--- src/rtl/fifo_param_pkg.sv ---
// Shared constants for the switch datapath FIFO: packet width, flag levels, default depth.
package fifo_param_pkg;

    localparam int PKTW       = 9;
    localparam int FIFO_DEPTH = 16;

    localparam logic ASSERT = 1'b1;
    localparam logic NEGATE = 1'b0;

    function automatic logic flag(input logic cond);
        return cond ? ASSERT : NEGATE;
    endfunction

endpackage

--- src/rtl/fifo_ptr.sv ---
// FIFO pointer: low bits address storage, MSB is the wrap bit; flush reloads from another pointer.
module fifo_ptr #(
    parameter int AW = 4
) (
    input  logic        clk,
    input  logic        rst,
    input  logic        flush,
    input  logic        inc,
    input  logic [AW:0] load,
    output logic [AW:0] ptr
);

    always_ff @(posedge clk) begin
        if (rst)
            ptr <= '0;
        else if (flush)
            ptr <= load;
        else if (inc)
            ptr <= ptr + 1'b1;
    end

endmodule

--- src/rtl/fifo_param.sv ---
// Parametrised first-word-fall-through packet FIFO with occupancy, almost-full and sticky errors.
module fifo_param
    import fifo_param_pkg::*;
#(
    parameter int WIDTH     = PKTW + 1,
    parameter int DEPTH     = FIFO_DEPTH,
    parameter int AF_THRESH = DEPTH - 2
) (
    input  logic                     clk,
    input  logic                     rst,
    input  logic                     flush,
    input  logic                     we,
    input  logic [WIDTH-1:0]         pkti,
    input  logic                     re,
    output logic [WIDTH-1:0]         pkto,
    output logic                     empty,
    output logic                     full,
    output logic                     almost_full,
    output logic [$clog2(DEPTH):0]   count,
    output logic                     ovf,
    output logic                     udf,
    input  logic                     err_clr
);

    localparam int AW = $clog2(DEPTH);
    localparam logic [AW:0] AF_T = AF_THRESH[AW:0];

    logic [WIDTH-1:0] mem [DEPTH];
    logic [AW:0]      head, tail;
    logic             wr_ok, re_ok;

    assign empty       = flag(head == tail);
    assign full        = flag((head[AW-1:0] == tail[AW-1:0]) && (head[AW] != tail[AW]));
    assign count       = head - tail;
    assign almost_full = flag(count >= AF_T);
    assign pkto        = empty ? '0 : mem[tail[AW-1:0]];

    // A pop in the same cycle frees the slot, so a write to a full FIFO still lands.
    assign re_ok = re & ~empty;
    assign wr_ok = we & (~full | re_ok);

    // Flush snaps head back onto tail; tail reloads itself so it simply holds.
    fifo_ptr #(.AW(AW)) u_head (
        .clk   (clk),
        .rst   (rst),
        .flush (flush),
        .inc   (wr_ok),
        .load  (tail),
        .ptr   (head)
    );

    fifo_ptr #(.AW(AW)) u_tail (
        .clk   (clk),
        .rst   (rst),
        .flush (flush),
        .inc   (re_ok),
        .load  (tail),
        .ptr   (tail)
    );

    always_ff @(posedge clk) begin
        if (wr_ok && !flush)
            mem[head[AW-1:0]] <= pkti;
    end

    // Set beats clear; a flush cycle never raises an error.
    always_ff @(posedge clk) begin
        if (rst) begin
            ovf <= NEGATE;
            udf <= NEGATE;
        end else if (flush) begin
            ovf <= ovf & ~err_clr;
            udf <= udf & ~err_clr;
        end else begin
            ovf <= (ovf & ~err_clr) | (we & ~wr_ok);
            udf <= (udf & ~err_clr) | (re & empty);
        end
    end

endmodule

--- config.mk ---
export PLATFORM = sky130hd
export DESIGN_NAME = fifo_param
export DESIGN_NICKNAME = d
export VERILOG_FILES = /design/src/rtl/fifo_param_pkg.sv /design/src/rtl/fifo_ptr.sv /design/src/rtl/fifo_param.sv
export SDC_FILE = /design/constraint.sdc
export NUM_CORES = 1
export LEC_CHECK = 0
export CELL_PAD_IN_SITES_DETAIL_PLACEMENT = 1
export CELL_PAD_IN_SITES_GLOBAL_PLACEMENT = 1
export CORE_UTILIZATION = 56
export DETAILED_ROUTE_END_ITERATION = 10
export PLACE_DENSITY = 0.85
export RECOVER_POWER = 50
export SYNTH_ARGS = -nofsm -noshare
export SYNTH_HDL_FRONTEND = slang
export SYNTH_SLANG_ARGS = --single-unit
export TNS_END_PERCENT = 50
--- constraint.sdc ---
create_clock -name clk -period 5.2 [get_ports clk]
set_input_delay 1.04 -clock clk [delete_from_list [all_inputs] [get_ports clk]]
set_output_delay 1.04 -clock clk [all_outputs]
set_load 0.02 [all_outputs]
# Yosys cells after proc, flatten, opt, wreduce, memory -nomap -nowiden
# Memory sizes are Yosys's and may differ from the RTL's. A register that Yosys moved wholly into a read port is not among the register bits.
# Cells that the tools add are included.
totals:
  register_bits: 12
  ramBits: 160
  input_bits: 16
  elab_cells: 43
  n_memories: 1
op_classes:
  addsub: 3
  order_cmp: 1
  eq_ne: 3
  mux: 12
  bitwise: 14
  n_reduce_logical: 5
mem_list:
  columns: ["memory", "depth", "word_bits", "rd", "rd_ports_with_merged_regs", "write_ports", "line_no", "rtl"]
  rows:
  - ["mem", 16, 10, 1, 1, 1, "fifo_param.sv:28", "logic [WIDTH-1:0] mem [DEPTH];"]
op_table:
  columns: ["op", "n"]
  rows:
  - ["adder 5 x 1 -> 5 bit (second input constant)", 2]
  - ["2-to-1 mux 10 bit", 1]
  - ["2-to-1 mux 5 bit", 2]
  - ["2-to-1 mux 4 bit", 2]
  - ["2-to-1 mux 1 bit", 7]
  - ["AND 1 bit", 6]
  - ["== test 5 bit", 1]
  - ["greater-or-equal comparator 5 x 4 -> 1 bit (second input constant)", 1]
  - ["inverter 1 bit", 5]
  - ["subtractor 5 bit", 1]
  - ["== test 4 bit", 1]
  - ["bitwise OR 1 bit", 3]
  - ["logical AND 1 bit", 2]
  - ["AND reduction 2 bit", 1]
  - ["nonzero test 2 bit", 1]
  - ["logical NOT 1 bit", 1]
  - ["inequality test 1 bit", 1]

# Depth between registers and ports, before layout
depth:
  word_depth: 10
  depth_mapped: 8
  ltp_nobuf: 8

# Modules after synthesis
# Synthesis repeated with hierarchy kept, for this count alone.
unflattened:
  cells_unflattened: 385
  hier_area_um2: 7214.4
by_module_without_submodules:
  columns: ["module", "instances", "cells_each", "area_per_inst_um2", "seq_area_each_um2"]
  rows:
  - ["fifo_param", 1, 329, 6701.4, 4844.6]
  - ["fifo_ptr", 2, 28, 256.5, 100.1]

# Worst setup path before layout
# No wires, ideal clock.
synth_timing:
  kind: "reg2out"
  startpoint: "register u_head.ptr[0]"
  endpoint: "output almost_full"
  t_arrival_ns: 1.899
  required_time_ns: 4.160
  slack_ns: 2.261
  stages_incl_launch_ff: 9
  n_path_buf: 0
  cell_sequence: "dfxtp_1 -> inv_1 -> ha_1 -> inv_1 -> fa_1 -> a21o_1 -> a21oi_1 -> xnor2_1 -> a41o_1"
synth_between:
  elab_chain_cells: 3
synth_rtl:
  columns: ["item", "line_no", "rtl"]
  rows:
  - ["start: declaration", "fifo_ptr.sv:10", "output logic [AW:0] ptr"]
  - ["start signal: assignment", "fifo_ptr.sv:17", "ptr <= load;"]
  - ["start signal: assignment", "fifo_ptr.sv:19", "ptr <= ptr + 1'b1;"]
  - ["subtractor 5 bit", "fifo_param.sv:34", "assign count = head - tail;"]
  - ["net count[4]", "fifo_param.sv:19", "output logic [$clog2(DEPTH):0] count,"]
  - ["greater-or-equal comparator 5 x 4 -> 1 bit", "fifo_param.sv:35", "assign almost_full = flag(count >= AF_T);"]
  - ["2-to-1 mux 1 bit", "fifo_param_pkg.sv:11", "return cond ? ASSERT : NEGATE;"]
  - ["end: declaration", "fifo_param.sv:18", "output logic almost_full,"]
# The timed path passes the listed nets, and every way through them passes these cells.

# Final worst setup path
layout_timing:
  startpoint: "register u_head.ptr[2]"
  endpoint: "output pkto[1]"
layout_between:
  elab_chain_cells: 3
layout_rtl:
  columns: ["item", "line_no", "rtl"]
  rows:
  - ["== test 5 bit", "fifo_param.sv:32", "assign empty = flag(head == tail);"]
  - ["2-to-1 mux 1 bit", "fifo_param_pkg.sv:11", null]
  - ["2-to-1 mux 10 bit", "fifo_param.sv:36", "assign pkto = empty ? '0 : mem[tail[AW-1:0]];"]
  - ["end: declaration", "fifo_param.sv:15", "output logic [WIDTH-1:0] pkto,"]
# Every way passes these cells.

==> out/results.ini <==
[setup_path]
crit_type = flop to primary output
start_kind = flop
cpPeakStageDelay_ns = 0.70
critical_path.max_fanout = 16
critPathArrivalTime_ns = 3.44
required_ns = 4.16
path_cells = ha_1, nand4_1, nor2_1, clkbuf_1, a211oi_1, clkdlybuf4s50_1
slowest_stage = clkbuf_1
cp-end-kind = primary output

[logic_synthesis]
avgSynthCellArea_um2 = 18.9
synth_seq_area_share_pct = 71.2
ys.warnings.count = 0
synth_area_um2 = 7200
synth_edf_count = 160
synth.most_common_cell = edfxtp_1
synth_cell_types = 46
synthCells = 380
ys_ff_latch = 176
yosys.area.top_type = edfxtp_1
synth_flop_cell = edfxtp_1
synthesis.nets = 406
netlist_top_cells_area = edfxtp_1, mux4_2, dfxtp_1
ys_top_cells_by_count = edfxtp_1, mux4_2, a211oi_1
synth_top_area_share_pct = 66.8
async_flop_share_pct = 0

[floorplanning]
initial_core_util_pct = 57.3
fp.dieH_um = 115
fp.dieW_um = 115
core_area_um2 = 12600
rows = 41
dieArea_um2 = 13300
pin_count = 36

[sta]
worst_pin_slew_ns = 1.22
skew_ns = 0.00568
finalSetupTns_ns = 0
finalHoldViolCount = 0
timing.final.crit_period_ns = 4.48
setup_viol = 0
grt_setup_unrepaired = false
drv_slew = 0
slew_headroom_pct = 18.1
max_freq_mhz = 223
period_share_pct = 86.2

[finish]
nets = 452
finish.utilization_pct = 66.0
final_cells = 611
insertedDiodeCount = 0
area_growth_pct = 15.3
drive_gt1_share_pct = 19.1

[pwr]
cellPowerDensity_nw_per_um2 = 377
swShare_pct = 22.1
seqPwrFrac_pct = 50.6
p_sw_w = 0.000692
intPower_w = 0.00244
clkPwrFrac_pct = 40.5
peakVddDrop_v = 0.000258
pwr-share-comb_pct = 8.9
leakagePower_nw = 2.58

[status]
status = complete, no violations

[global_route]
gr-total-overflow = 0
met3_usage_pct = 6.85
busiest_layer = met2
use_met1_pct = 32.9
grt_start_max_net_pins = 25
grt_pass1_wl_um = 24000
grt_usage_pct = 26.5
grt_pass1_vias = 3995
use_met2_pct = 44.1
antenna_found_initial = 0

[clock_tree]
cts_hold_buffers = 0
cts_setup_buffers = 0
cts.sinks = 176
clock-root-buffer = clkbuf_16
cts_buffers = 17
cts_resized = 0
clock_latency_ns = 0.43
htree_levels = 4
clk_path_buf_depth = 2
path_clk_slew_ns = 0.06
tritoncts = built

[placed_design]
dp_cells = 579
placement.io_buffers = 35
gp_congestion = 0.771
dp_hpwl_um = 10300

[detailed_routing]
wl_per_cell_um = 26.4
num_vias = 3729
drcViolationCount = 0
drt_iter0_drc = 348
dr.pass1.iters = 5
via_per_inst = 6.10
drt-total-wl_um = 16100
ant_nets = 0

[hold_path]
hold_class = flop to flop

[flow_run]
cap_viol_max_count = 0

[through the flow]
stage / hold slack (ns) / worst slack, ns / area, um^2 / power (W)
2_1_floorplan: 0.486 / 2.26 / 7200 / 0.00177
3_3_place_gp: 0.519 / 1.55 / 7730 / 0.00188
3_5_place_dp: 0.537 / 1.42 / 7730 / 0.00190
4_1_cts: 0.571 / 0.971 / 8330 / 0.00315
5_1_grt: 0.605 / 0.530 / 8300 / 0.00321
6_report: 0.563 / 0.718 / 8300 / 0.00313
[cells in the final DEF, fill, tap and decap left out, types with 9 or more instances in the layout]
| master | synthesis | routed |
|---|---|---|
| mux4_2 | 40 | 40 |
| ha_1 | 9 | 9 |
| clkdlybuf4s50_1 | 0 | 22 |
| clkbuf_16 | 0 | 21 |
| edfxtp_1 | 160 | 160 |
| inv_1 | 9 | 9 |
| nor2_1 | 20 | 20 |
| nor2b_1 | 14 | 14 |
| a211oi_1 | 21 | 21 |
| a21oi_1 | 9 | 9 |
| dfxtp_1 | 16 | 14 |
| mux2i_1 | 12 | 12 |
| dlygate4sd3_1 | 0 | 13 |
[layer usage]
layer / wire length (um) / part of all wire (%)
met3: 899 / 5.6
met2: 8460 / 53
met4: 293 / 1.8
met5: 0 / 0
met1: 6450 / 40
[critical path: cells and delay by family, from the launching register on]
family,cells,cell delay (ns)
compound gates,1,0.19
fa+ha+maj,1,0.44
buf+inv,2,1.32
flops,1,0.43
simple gates,2,0.63
[registers in the layout (all words and copies together) (netlist names), named ones only]
register	cells
mem	160
ovf	1
u_head.ptr	5
u_tail.ptr	5
udf	1
[area by class of cell]
type                       instances  area [um^2]
multi-input combinational        177         1900
sequential                       176         5130
clock buffer                      27          568
clock inverter                     5         35.0
timing repair buffer              45          418
tap                              172          215
fill                            1064         4270
inverter                           9         33.8
[power by group through the flow]
stage | logic [W] | registers [W] | clock network, W
2_1_floorplan | 0.000175 | 0.00160 | 0
3_3_place_gp | 0.000273 | 0.00161 | 0
3_5_place_dp | 0.000285 | 0.00161 | 0
6_report | 0.000280 | 0.00158 | 0.00127
4_1_cts | 0.000289 | 0.00158 | 0.00128
5_1_grt | 0.000298 | 0.00159 | 0.00132
[final timing paths]
kind	startpoint	end	slack (ns)	depth (start not counted)
worst max-delay path	u_head.ptr[2]	pkto[1]	0.72	6
worst min-delay path	u_tail.ptr[3]	u_tail.ptr[3]	0.56	2
worst max register to register	u_head.ptr[2]	mem[5][2]	2.21	5
worst min register to register	u_tail.ptr[3]	u_tail.ptr[3]	0.56	2
[cell families after synthesis]
kind of cell	after synthesis	share of synthesized area (%)
xor gates and xnor gates	8	1.08
DFF	176	71.2
buffers and inverters	27	2.00
and+or+nand+nor	59	4.40
AOI/OAI and AO/OA	47	5.11
muxes	53	14.3
adders and majority gates	10	1.84
No activity file was read; power rests on OpenSTA's default activity.
